==> src/rtl/safe_access_ctrl.sv <==
// Round-robin sequencer in front of a single PIN safe: streams a granted 32-bit PIN
// as four bytes, reports pass/fail, then holds open, cools down or locks out.
// Optional audit counters are built when SAFE_CTRL_AUDIT_EN is defined.
module safe_access_ctrl #(
    parameter int NUM_REQ         = 2,
    parameter int OPEN_CYCLES     = 16,
    parameter int COOLDOWN_CYCLES = 8,
    parameter int MAX_FAILS       = 3
) (
    input  logic                 clk,
    input  logic                 reset,
    input  logic [NUM_REQ-1:0]   req,
    input  logic [32*NUM_REQ-1:0] pin,
    output logic [NUM_REQ-1:0]   done,
    output logic                 ok,
    output logic                 door_open,
    output logic                 locked_out,
    output logic [7:0]           safe_din,
    output logic                 safe_din_valid,
    output logic                 safe_rst,
    input  logic                 safe_unlocked
`ifdef SAFE_CTRL_AUDIT_EN
    ,
    output logic [15:0]          attempt_cnt,
    output logic [15:0]          fail_total
`endif
);

    localparam int IDX_W     = $clog2(NUM_REQ);
    localparam int DWELL_MAX = (OPEN_CYCLES > COOLDOWN_CYCLES) ? OPEN_CYCLES : COOLDOWN_CYCLES;
    localparam int DW_W      = $clog2(DWELL_MAX + 1);
    localparam int FC_W      = $clog2(MAX_FAILS + 1);

    typedef enum logic [2:0] {
        S_IDLE, S_SEND, S_CHECK, S_OPEN, S_COOLDOWN, S_LOCKED
    } state_t;

    state_t           state, state_next;
    logic [IDX_W-1:0] last, grant;
    logic [31:0]      pin_q;
    logic [1:0]       byte_cnt;
    logic [DW_W-1:0]  dwell;
    logic [FC_W-1:0]  fail_cnt, fail_inc;
    logic             pick_valid;
    logic [IDX_W-1:0] pick_idx, cand;
    int               j;

    // Scan downwards so the last hit is the first set bit after 'last'.
    // NOTE: every always_comb output gets a default first so no latch is inferred.
    always_comb begin
        pick_valid = 1'b0;
        pick_idx   = '0;
        cand       = '0;
        j          = 0;
        for (int i = NUM_REQ; i >= 1; i--) begin
            j    = (int'(last) + i) % NUM_REQ;
            cand = IDX_W'(j);
            if (req[cand]) begin
                pick_valid = 1'b1;
                pick_idx   = cand;
            end
        end
    end

    assign fail_inc = (fail_cnt == FC_W'(MAX_FAILS)) ? fail_cnt : fail_cnt + 1'b1;

    always_comb begin
        state_next = state;
        case (state)
            S_IDLE:     if (pick_valid) state_next = S_SEND;
            S_SEND:     if (byte_cnt == 2'd3) state_next = S_CHECK;
            S_CHECK: begin
                if (safe_unlocked)                     state_next = S_OPEN;
                else if (fail_inc == FC_W'(MAX_FAILS)) state_next = S_LOCKED;
                else                                   state_next = S_COOLDOWN;
            end
            S_OPEN:     if (dwell == DW_W'(OPEN_CYCLES - 1)) state_next = S_IDLE;
            S_COOLDOWN: if (dwell == DW_W'(COOLDOWN_CYCLES - 1)) state_next = S_IDLE;
            S_LOCKED:   state_next = S_LOCKED;
            default:    state_next = S_IDLE;
        endcase
    end

    // NOTE: sequential state uses non-blocking assignments so all registers update together.
    always_ff @(posedge clk) begin
        if (reset) begin
            state    <= S_IDLE;
            last     <= IDX_W'(NUM_REQ - 1);
            grant    <= '0;
            pin_q    <= '0;
            byte_cnt <= '0;
            dwell    <= '0;
            fail_cnt <= '0;
        end else begin
            state <= state_next;
            case (state)
                S_IDLE: if (pick_valid) begin
                    grant    <= pick_idx;
                    last     <= pick_idx;
                    pin_q    <= pin[32*pick_idx +: 32];
                    byte_cnt <= '0;
                end
                S_SEND:  byte_cnt <= byte_cnt + 2'd1;
                S_CHECK: begin
                    dwell    <= '0;
                    fail_cnt <= safe_unlocked ? '0 : fail_inc;
                end
                S_OPEN, S_COOLDOWN:
                    if (dwell != DW_W'(DWELL_MAX)) dwell <= dwell + 1'b1;
                default: ;
            endcase
        end
    end

`ifdef SAFE_CTRL_AUDIT_EN
    always_ff @(posedge clk) begin
        if (reset) begin
            attempt_cnt <= '0;
            fail_total  <= '0;
        end else if (state == S_CHECK) begin
            if (attempt_cnt != 16'hFFFF) attempt_cnt <= attempt_cnt + 16'd1;
            if (!safe_unlocked && fail_total != 16'hFFFF) fail_total <= fail_total + 16'd1;
        end
    end
`endif

    // Outputs depend only on registered state, apart from ok echoing the safe in CHECK.
    always_comb begin
        safe_din_valid = (state == S_SEND);
        safe_din       = (state == S_SEND) ? pin_q[{~byte_cnt, 3'b000} +: 8] : 8'h00;
        safe_rst       = !((state == S_SEND) || (state == S_CHECK));
        done           = (state == S_CHECK) ? (NUM_REQ'(1) << grant) : '0;
        ok             = (state == S_CHECK) && safe_unlocked;
        door_open      = (state == S_OPEN);
        locked_out     = (state == S_LOCKED);
    end

endmodule

==> config.mk <==
export PLATFORM = sky130hd
export DESIGN_NAME = safe_access_ctrl
export DESIGN_NICKNAME = d
export VERILOG_FILES = /design/src/rtl/safe_access_ctrl.sv
export SDC_FILE = /design/constraint.sdc
export NUM_CORES = 1
export LEC_CHECK = 0
export CORE_MARGIN = 1
export CORE_UTILIZATION = 35
export DETAILED_ROUTE_END_ITERATION = 16
export GPL_ROUTABILITY_DRIVEN = 0
export PLACE_DENSITY_LB_ADDON = 0.2
export RECOVER_POWER = 25
export REMOVE_ABC_BUFFERS = 1
export SLEW_MARGIN = 40
export SYNTH_ARGS = -nofsm -noshare
export SYNTH_HDL_FRONTEND = slang
export SYNTH_SLANG_ARGS = --single-unit
==> constraint.sdc <==
create_clock -name clk -period 1.6 [get_ports clk]
set_input_delay 0.32 -clock clk [delete_from_list [all_inputs] [get_ports clk]]
set_output_delay 0.32 -clock clk [all_outputs]
set_load 0.005 [all_outputs]
---- After elaboration in Yosys (flattened, before gate mapping) ----
Index checks and enable logic that the tools add are counted.
cells by class
  $add $sub $neg .......................... 5
  multipliers ............................. 0
  divide/modulo/power cells ............... 0
  $lt $le $gt $ge ......................... 2
  eq/ne operators ......................... 16
  shift operators ......................... 3
  multiplexer cells ....................... 23
  bitwise logic cells ..................... 1
  reduce and logical (&&, ||, !) cells .... 11
operator list
  cell                                                        number
  indexed part select 64 x 7 -> 32 bit                        1
  indexed part select 32 x 6 -> 8 bit                         1
  one-hot mux 3 bit (6 select lines)                          1
  2-to-1 mux 3 bit                                            5
  one-hot mux 5 bit (2 select lines)                          1
  2-to-1 mux 1 bit                                            9
  2-to-1 mux 2 bit                                            4
  2-to-1 mux 8 bit                                            1
  == test 2 bit, second input constant                        3
  == test 3 x 2 -> 1 bit, second input constant               2
  == test 3 bit, second input constant                        2
  != test 2 bit, second input constant                        3
  AND reduction 2 bit                                         3
  adder 5 x 1 -> 5 bit, second input constant                 1
  == test 5 x 3 -> 1 bit, second input constant               1
  == test 5 x 4 -> 1 bit, second input constant               1
  2-to-1 mux 5 bit                                            1
  != test 5 bit, second input constant                        1
  adder 2 x 1 -> 2 bit, second input constant                 2
  less-than comparator 1 x 2 -> 1 bit, second input constant  2
  != test 2 x 1 -> 1 bit, second input constant               2
  one-hot mux 2 bit (2 select lines)                          1
  AND reduction 4 bit                                         1
  nonzero test 2 bit                                          2
  other kinds (9)                                             10
storage, ports and cells
  flip-flop bits (word level) ............. 46
  latch bits .............................. 0
  memory bits (writable) .................. 0
  ROM bits ................................ 0
  bits of input ports ..................... 69
  output and inout port bits .............. 15
  word-level logic and storage cells ...... 68
  memories ................................ 0

---- Longest topological paths before layout ----
  depth in word-level cells ............... 7
  depth in mapped cells ................... 6
  depth with buffers taken out ............ 6

---- Least setup slack after synthesis ----
No wires, ideal clock.
  path kind ............................... flip-flop to output port
  start point ............................. register byte_cnt[0]
  end point ............................... output port safe_din[0]
  arrival ................................. 1.243 ns
  required time ........................... 1.280 ns
  slack ................................... 0.037 ns
  cell stages (with the launch flop) ...... 4
  buffers on the path ..................... 1
  cell sequence ........................... dfxtp_1 > buf_2 > mux4_2 > and2_1
on the way
  cells in the longest elaborated chain, start to end .. 3
ends and longest elaborated chain
  item                                 RTL line  source
  start, declared                      41        logic [1:0] byte_cnt;
  start signal, assigned               103       S_SEND: byte_cnt <= byte_cnt + 2'd1;
  inverter 2 bit                       130       safe_din = (state == S_SEND) ? pin_q[{~byte_cnt, 3'b000} +: 8] : 8'h00;
  indexed part select 32 x 6 -> 8 bit  130
  2-to-1 mux 8 bit                     130
  end, declared                        18        output logic [7:0] safe_din,
Every way passes these cells.

---- Worst setup path in the final report ----
  start point ............................. register byte_cnt[0]
  end point ............................... output port safe_din[3]
Same word-level chain as after synthesis.

==> impl_metrics.toml <==
[status]
status = "finished, violations left"
violations = "negative setup slack"

[timing]
setup_violations = 35
fmax_mhz = 513
fin_ws_ps = -350
layout_min_cycle_time_ps = 1950
clock_skew_ps = 10.9
drv_slew = 0
period_share_pct = 122
rsz0062_at_grt = "true"
hold_viol = 0
tightest_slew_ps = 448
relSlewSlack_pct = 70.2

[finish]
layoutNonFillerInstCount = 493
final_nets = 463
area_delta_synth_final_pct = 56.0
antenna_cells = 0
fin_area_um2 = 4310
drive_above_1_share_pct = 37.9

[clocking]
h-tree-depth = 2
clkLatencyLatePin_ps = 300
cts_buffers = 5
cts_hold_buf = 0
cts_root_buf = "clkbuf_8"
cts_sinks = 46
clk_pin_slew_worst_paths_ps = 90
clock_path_buffers = 2
cts_tree = "done"

[global_routing]
antenna_found_initial = 0
grt_first_pass_wirelength_um = 11900
grt_overflow_total = 0
grt_max_degree = 36
track_usage_pct = 17.9
grt_pass1_vias = 2453

[critical_path]
startpoint = "byte_cnt[0]$_SDFFE_PP0P_"
critPathLaunchType = "flop"
endpoint_kind = "output pin"
cp.buffers_inverters = 3
cp_data_required_time_ps = 1280
critPathSlowestCell = "mux4_2"
crit_top_cell = "buf_6"
arrival_ps = 1630
crit_type = "reg -> out"
critPathMaxFanout = 7
crit_chain = "buf_12 -> buf_6 -> mux4_2 -> and2_4 -> buf_6"
r2r_start = "state[1]$_SDFFE_PP0P_"
cp_slowest_stage_delay_ps = 480
critPathTopFamily = "multiplexers"

[die]
core_um2 = 7690
initial_core_util_pct = 35.9
rows = 32
dieArea_um2 = 8250
die_y_um = 90.8
pin_count = 84
die_w_um = 90.8

[power]
peakVddDrop_v = 0.000437
power_density_nw_per_um2 = 785
leakage_nw = 1.67

[placement]
dp.cells = 460
io_buffers = 83
dp_hpwl_um = 4910
post_dp_cell_area_um2 = 3860
dp_worst_setup_slack_ps = -385

[synth]
ys_top_cells_by_area = "dfxtp_1, a211oi_2, mux2i_1, a21oi_1, mux4_2"
synth_common_cells = "dfxtp_1, a21oi_1, mux2i_1, a211oi_2, and2_1"
syn_area_um2 = 2760
ys_ff_latch = 46
syn-instance-count = 270
async_reset_ff_share_pct = 0
synth_edf_count = 0
synthDistinctLibCells = 42
synth_top_area_share_pct = 33.3
post_synth.cell_area_avg_um2 = 10.2
ys.flop_type = "dfxtp_1"
ys_warn_count = 0
ys_seq_area_share_pct = 33.3
synth.most_common_cell = "dfxtp_1"
synth_top_area_cell = "dfxtp_1"

[detailed_routing]
ant_nets = 0
wire_per_inst_um = 14.7
vias = 2473
initialDrtViolationCount = 80
routed_wirelength_um = 7260
dr.pass1.iters = 4
route.detailed.drc = 0
viasPerCell = 5.02

[run]
drv_cap = 0

[worst_hold_path]
min_path_type = "in -> reg"
hold_path.startpoint = "reset"
-- state kept, by name, indices dropped and copies added (netlist names) --
name and cells:
pin_q 32, byte_cnt 2, dwell 5, fail_cnt 2
last 1, grant 1, state 3
-- per-layer routing --
layer	up-vias	wire, um	GRT usage, %
met2	54	3510	30.1
met4	0	56	4.37
met3	4	326	4.12
met5	-	0	0
li1	1244	-	-
met1	1171	3360	23.0
-- timing repair --
action,4_1_cts,5_1_grt
pin swaps,17,6
resized for setup,97,16
setup buffers,14,8
endpoints found under the setup margin,16,51
gates cloned,0,3
-- cell usage in the layout, fill, tap and decap left out, types with 2 or more instances in the layout --
master / n
buf_2: 6
dfxtp_1: 42
dfxtp_2: 4
buf_6: 23
mux2i_1: 34
a211oi_2: 32
and2_4: 8
and3_1: 2
buf_12: 7
and2_1: 2
nor2_1: 2
or3b_4: 2
clkdlybuf4s50_1: 67
mux2_4: 2
a21oi_1: 41
buf_4: 32
mux4_2: 8
clkbuf_16: 2
o211ai_1: 4
inv_1: 8
nand2_1: 6
clkbuf_8: 6
nand2b_1: 3
clkbuf_1: 2
nand3_1: 6
nor3_1: 6
o21ai_0: 4
ha_1: 4
nor2_4: 2
-- final cells by class --
type | count | area [um^2]
inverter | 9 | 36.3
clock buffer | 7 | 86.3
timing repair buffer | 140 | 1410
multi-input combinational | 188 | 1710
fill | 694 | 3380
tap | 102 | 128
clock inverter | 1 | 8.76
sequential | 46 | 926
-- per-stage QoR --
stage / TNS (ps) / hold slack (ps) / util (%) / power [mW]
after CTS: -3230 / 327 / 53.8 / 3.29
after detailed placement: -9350 / 475 / 50.3 / 2.44
final: -3450 / 353 / 56.1 / 3.38
after global placement: -8930 / 463 / 50.3 / 2.42
after floorplan: -21500 / 385 / - / 1.91
after global routing: -6220 / 334 / 56.1 / 3.56
-- power by group --
group          switching (mW)  internal [mW]  leakage (nW)
Sequential             0.0686           1.27         0.381
Clock                   0.409          0.358        0.0489
Combinational           0.521          0.754          1.24
-- cell families (layout without fill, tap and decap cells) --
group                    count (synthesis)  after routing  synth area share, %
buffers and inverters                   36            157                 7.93
AND/OR/NAND/NOR                         52             52                 11.7
AO/OA/AOI/OAI                           88             88                 25.5
multiplexers                            44             44                 19.7
adder cells (fa/ha/maj)                  4              4                 1.81
flip-flops                              46             46                 33.3
-- final timing paths --
check / slack (ps) / to / cells after the start
worst max-delay path: -350 / safe_din[3] / 5
worst min register to register: 490 / fail_cnt[0]$_SDFFE_PP0N_ / 2
worst max register to register: -120 / dwell[0]$_SDFFE_PP0P_ / 6
worst min-delay path: 350 / fail_cnt[1]$_SDFFE_PP0N_ / 2
Power figures use the tool's default switching activity.
